File: src/rtl/wb_spi_flash_rd.sv
// Read-only Wishbone B3 classic slave that serves 32-bit words from SPI NOR flash (READ 0x03).
// Consecutive word reads keep chip select low and continue the flash stream without a new command.
module wb_spi_flash_rd #(
    parameter int unsigned CLK_DIV        = 1,
    parameter logic [23:0] FLASH_BASE     = 24'h100000,
    parameter int unsigned CS_HIGH_CYCLES = 4
) (
    input  logic        wb_clk_i,
    input  logic        wb_rst_i,
    input  logic [31:0] wb_adr_i,
    input  logic [31:0] wb_dat_i,
    input  logic [3:0]  wb_sel_i,
    input  logic        wb_we_i,
    input  logic        wb_cyc_i,
    input  logic        wb_stb_i,
    output logic [31:0] wb_dat_o,
    output logic        wb_ack_o,
    output logic        o_spi_cs_n,
    output logic        o_spi_clk,
    output logic        o_spi_mosi,
    input  logic        i_spi_miso
);

    // IDLE wait for req | CSHI cs_n high gap | CMD shift 03+addr | DATA shift in word | ACK one-cycle ack
    typedef enum logic [2:0] {IDLE, CSHI, CMD, DATA, ACK} state_t;

    localparam logic [15:0] DIV_LOAD = 16'(CLK_DIV - 1);
    localparam logic [15:0] CSH_LOAD = 16'(CS_HIGH_CYCLES - 1);

    state_t      state_q, state_d;
    logic [15:0] tmr_q, tmr_d;
    logic [4:0]  bit_q, bit_d;
    logic        phase_q, phase_d;
    logic [31:0] sr_q, sr_d;
    logic [23:0] fa_q, fa_d;
    logic [23:0] next_fa_q, next_fa_d;
    logic        stream_q, stream_d;
    logic        cs_n_q, cs_n_d;
    logic        sck_q, sck_d;
    logic        mosi_q, mosi_d;
    logic        ack_q, ack_d;
    logic [31:0] dat_q, dat_d;

    logic        req;
    logic [23:0] fa_req;
    logic        unused_ok;

    assign fa_req    = FLASH_BASE + {wb_adr_i[23:2], 2'b00};
    assign req       = wb_cyc_i & wb_stb_i & ~ack_q;
    assign unused_ok = ^{wb_adr_i[31:24], wb_adr_i[1:0], wb_dat_i, wb_sel_i};

    always_comb begin
        state_d   = state_q;
        tmr_d     = tmr_q;
        bit_d     = bit_q;
        phase_d   = phase_q;
        sr_d      = sr_q;
        fa_d      = fa_q;
        next_fa_d = next_fa_q;
        stream_d  = stream_q;
        cs_n_d    = cs_n_q;
        sck_d     = sck_q;
        mosi_d    = mosi_q;
        ack_d     = 1'b0;
        dat_d     = dat_q;

        case (state_q)
            IDLE: begin
                if (req && wb_we_i) begin
                    ack_d = 1'b1;
                end else if (req) begin
                    fa_d    = fa_req;
                    tmr_d   = DIV_LOAD;
                    bit_d   = 5'd31;
                    phase_d = 1'b0;
                    if (stream_q && (fa_req == next_fa_q)) begin
                        mosi_d  = 1'b0;
                        state_d = DATA;
                    end else if (stream_q) begin
                        cs_n_d   = 1'b1;
                        stream_d = 1'b0;
                        tmr_d    = CSH_LOAD;
                        state_d  = CSHI;
                    end else begin
                        cs_n_d  = 1'b0;
                        sr_d    = {8'h03, fa_req};
                        mosi_d  = sr_d[31];
                        state_d = CMD;
                    end
                end
            end
            CSHI: begin
                if (tmr_q == 16'd0) begin
                    cs_n_d  = 1'b0;
                    sr_d    = {8'h03, fa_q};
                    mosi_d  = sr_d[31];
                    tmr_d   = DIV_LOAD;
                    bit_d   = 5'd31;
                    phase_d = 1'b0;
                    state_d = CMD;
                end else begin
                    tmr_d = tmr_q - 16'd1;
                end
            end
            CMD, DATA: begin
                if (tmr_q != 16'd0) begin
                    tmr_d = tmr_q - 16'd1;
                end else begin
                    tmr_d = DIV_LOAD;
                    if (!phase_q) begin
                        sck_d   = 1'b1;
                        phase_d = 1'b1;
                        if (state_q == DATA) begin
                            sr_d = {sr_q[30:0], i_spi_miso};
                        end
                    end else begin
                        sck_d   = 1'b0;
                        phase_d = 1'b0;
                        if (bit_q != 5'd0) begin
                            bit_d = bit_q - 5'd1;
                            if (state_q == CMD) begin
                                sr_d   = {sr_q[30:0], 1'b0};
                                mosi_d = sr_q[30];
                            end
                        end else if (state_q == CMD) begin
                            bit_d   = 5'd31;
                            mosi_d  = 1'b0;
                            state_d = DATA;
                        end else begin
                            // first byte on the wire is the lowest flash address
                            dat_d   = {sr_q[7:0], sr_q[15:8], sr_q[23:16], sr_q[31:24]};
                            ack_d   = 1'b1;
                            state_d = ACK;
                        end
                    end
                end
            end
            ACK: begin
                next_fa_d = fa_q + 24'd4;
                stream_d  = 1'b1;
                state_d   = IDLE;
            end
            default: state_d = IDLE;
        endcase

        if (!wb_cyc_i && (state_q == CSHI || state_q == CMD || state_q == DATA)) begin
            state_d  = IDLE;
            cs_n_d   = 1'b1;
            sck_d    = 1'b0;
            mosi_d   = 1'b0;
            phase_d  = 1'b0;
            stream_d = 1'b0;
            ack_d    = 1'b0;
            dat_d    = dat_q;
        end
    end

    always_ff @(posedge wb_clk_i) begin
        if (wb_rst_i) begin
            state_q   <= IDLE;
            tmr_q     <= 16'd0;
            bit_q     <= 5'd0;
            phase_q   <= 1'b0;
            sr_q      <= 32'd0;
            fa_q      <= 24'd0;
            next_fa_q <= 24'd0;
            stream_q  <= 1'b0;
            cs_n_q    <= 1'b1;
            sck_q     <= 1'b0;
            mosi_q    <= 1'b0;
            ack_q     <= 1'b0;
            dat_q     <= 32'd0;
        end else begin
            state_q   <= state_d;
            tmr_q     <= tmr_d;
            bit_q     <= bit_d;
            phase_q   <= phase_d;
            sr_q      <= sr_d;
            fa_q      <= fa_d;
            next_fa_q <= next_fa_d;
            stream_q  <= stream_d;
            cs_n_q    <= cs_n_d;
            sck_q     <= sck_d;
            mosi_q    <= mosi_d;
            ack_q     <= ack_d;
            dat_q     <= dat_d;
        end
    end

    assign wb_dat_o   = dat_q;
    assign wb_ack_o   = ack_q;
    assign o_spi_cs_n = cs_n_q;
    assign o_spi_clk  = sck_q;
    assign o_spi_mosi = mosi_q;

endmodule

File: config.mk
export PLATFORM = sky130hd
export DESIGN_NAME = wb_spi_flash_rd
export DESIGN_NICKNAME = d
export VERILOG_FILES = /design/src/rtl/wb_spi_flash_rd.sv
export SDC_FILE = /design/constraint.sdc
export NUM_CORES = 1
export LEC_CHECK = 0
export CAP_MARGIN = 40
export CORE_MARGIN = 1.5
export CORE_UTILIZATION = 60
export CTS_BUF_LIST = sky130_fd_sc_hd__clkbuf_2
export DETAILED_ROUTE_END_ITERATION = 12
export PLACE_DENSITY = 0.95
export SLEW_MARGIN = 5
export SYNTH_ARGS = -nofsm -noshare
export SYNTH_HDL_FRONTEND = slang
export SYNTH_SLANG_ARGS = --single-unit
File: constraint.sdc
create_clock -name wb_clk_i -period 3.3 [get_ports wb_clk_i]
set_input_delay 0.33 -clock wb_clk_i [delete_from_list [all_inputs] [get_ports wb_clk_i]]
set_output_delay 0.33 -clock wb_clk_i [all_outputs]
set_load 0.01 [all_outputs]
==> flow_metrics.py <==
metrics = {
    "synth": {
        "ys_seq_elements": 138,
        "synth_enable_flop_cells": 0,
        "syn_avg_cell_area_um2": 8.28,
        "ys_seq_area_share_pct": 41.5,
        "syn_area_um2": 6660,
        "synth_nets": 885,
        "yosysMostFrequentCell": "nand2_1",
        "async_flop_share_pct": 0,
        "synth_commonest_cells": "nand2_1, dfxtp_1, nor2_1",
        "synth_warnings": 0,
        "synth_cells": 805,
        "post-synth-top-area-fraction_pct": 41.5,
        "synthFlopType": "dfxtp_1",
        "synth_top_area_cell": "dfxtp_1",
        "ys_types": 54,
        "yosys-top-cells-area": "dfxtp_1, nand2_1, xor2_1",
    },
    "final_layout": {
        "area_delta_synth_final_pct": 13.1,
        "drive_gt1_share_pct": 9.25,
        "antennaDiodeCount": 0,
        "finalNetCount": 921,
        "stdcell_count": 994,
        "post-route-util_pct": 69.5,
        "final_area_um2": 7530,
    },
    "timing": {
        "clock_skew_ns": 0.0249,
        "relSlewSlack_pct": 40.3,
        "drv_slew": 0,
        "period_share_pct": 73.6,
        "hold_violations": 0,
        "fin_ws_ns": 0.871,
        "setup_viol": 0,
        "rsz0062_at_grt": "no",
        "tightest_slew_ns": 0.894,
        "finalCriticalPeriod_ns": 2.43,
        "timing.fmax_mhz": 412,
        "setup_tns_ns": 0,
    },
    "placement": {
        "dpl.hpwl_um": 10900,
        "dpl_cell_area_um2": 7290,
        "routabilityCongestion": 0.915,
        "post-place-ws_ns": 0.470,
        "io_buffers": 63,
        "post-place-cells": 962,
    },
    "worst_setup_path": {
        "end_kind": "flop",
        "critPathLaunchType": "flop",
        "reg2reg_from": "tmr_q[0]",
        "reg2reg_depth": 7,
        "crit_fanout": 14,
        "worstSetupPathType": "flop to flop",
        "worstPathRequired_ns": 3.95,
        "startpoint": "tmr_q[0]",
        "crit_arrival_ns": 3.08,
    },
    "power_and_ir_drop": {
        "ir_drop_uv": 429,
        "power_per_cell_area_nw_per_um2": 504,
        "leakagePower_nw": 2.57,
    },
    "global_routing": {
        "grt_pass1_wl_um": 26500,
        "grt_max_degree": 67,
        "gr-usage-all-layers_pct": 28.8,
        "grt_pass1_vias": 5612,
        "antenna_found_initial": 0,
        "grt_overflow": 0,
    },
    "die": {
        "initial_core_util_pct": 61.5,
        "rows": 38,
        "die_x_um": 108,
        "dieArea_um2": 11700,
        "core-area_um2": 10800,
        "dieHeight_um": 108,
        "io_pins": 110,
    },
    "routing": {
        "drc": 0,
        "drt-total-wl_um": 16200,
        "num_vias": 6077,
        "final_antenna_net_count": 0,
        "wl_per_cell_um": 16.3,
        "drtIter0Drc": 526,
        "vias_per_cell": 6.11,
        "firstDrtPassIters": 7,
    },
    "clocking": {
        "root_buffer": "clkbuf_2",
        "post-cts-setup-buffers": 0,
        "htree_levels": 4,
        "clock_sinks": 138,
        "cts_tree": "done",
        "clk_pin_slew_ns": 0.20,
        "numCtsBuffers": 17,
        "post_cts_resized": 0,
        "clock_latency_ns": 0.71,
        "cts_hold_buf": 0,
        "clockBufferDepth": 2,
    },
    "hold_path": {
        "worst_hold_path_type": "input port to flop",
        "hp-start": "wb_rst_i",
        "holdPathStages": 2,
    },
    "run_status": {
        "outcome": "completed",
    },
    "run": {
        "maxCapViolCount": 0,
    },
}
==> final cells by class <==
| class | instances | area, um2 |
|---|---|---|
| Multi-Input combinational cell | 596 | 3560 |
| Sequential cell | 138 | 2760 |
| Timing Repair Buffer | 76 | 738 |
| Inverter | 12 | 45.0 |
| Tap cell | 140 | 175 |
| Clock buffer | 19 | 95.1 |
| Clock inverter | 13 | 153 |
| Fill cell | 822 | 3310 |
==> stage by stage <==
| step | hold slack, ns | total power, mW |
|---|---|---|
| after floorplan | 0.426 | 2.58 |
| after global placement | 0.440 | 2.74 |
| after detailed placement | 0.444 | 2.78 |
| after CTS | 0.141 | 3.79 |
| after global routing | 0.138 | 3.99 |
| final | 0.185 | 3.80 |
==> routing by layer <==
layer	vias up	share of wire (%)	GRT usage, %
met5	-	0	0
met4	0	2.9	10.9
met3	45	6.7	7.53
met2	246	50	48.7
met1	2891	41	35.2
li1	2895	-	-
==> power by group <==
part	leakage [nW]	internal [mW]	switching, mW
Combinational	1.30	0.334	0.507
Clock	0.146	0.421	0.614
Sequential	1.12	1.79	0.130
==> state kept, by name, summed over array words and instances, names as in the netlist <==
name        count
bit_q           5
fa_q           22
next_fa_q      22
o_spi_clk       1
o_spi_cs_n      1
o_spi_mosi      1
phase_q         1
sr_q           32
state_q         3
stream_q        1
tmr_q          16
wb_ack_o        1
wb_dat_o       32
==> critical path, stage by stage (launching register included) <==
cell and delay (ns):
dfxtp_1 0.42, inv_1 0.08, ha_1 0.19, nor4b_1 0.13
and4_1 0.35, o31ai_2 0.53, nand2b_1 0.47, nor2_1 0.22
==> cell usage in the layout, fill, tap and decap left out, types with 8 or more instances in the layout <==
cell type,n
clkdlybuf4s50_1,62
a221oi_1,20
inv_1,11
nand3_1,21
nor4_1,8
nand2_1,143
clkbuf_2,19
nor3_1,16
dfxtp_1,138
a211oi_1,27
xnor2_1,11
a22oi_1,21
xor2_1,46
a211oi_2,18
or3_1,8
buf_4,13
a21oi_1,68
nor2_1,106
==> final timing paths <==
path	end	slack (ns)
worst max register to register	tmr_q[3]	0.87
worst min register to register	wb_dat_o[7]	0.47
worst min-delay path	wb_dat_o[15]	0.19
worst max-delay path	tmr_q[3]	0.87
==> logic make-up (layout without fill, tap and decap cells) <==
family                     Yosys count  in the layout  share of synthesized area (%)
and+or+nand+nor                    340            340                           23.1
xor gates and xnor gates            57             57                           7.49
AOI/OAI and AO/OA                  192            192                           21.6
muxes                                1              1                          0.150
adders and majority gates            6              6                           1.13
DFF                                138            138                           41.5
buffers and inverters               71            120                           5.07
(Power assumes the default switching activity.)
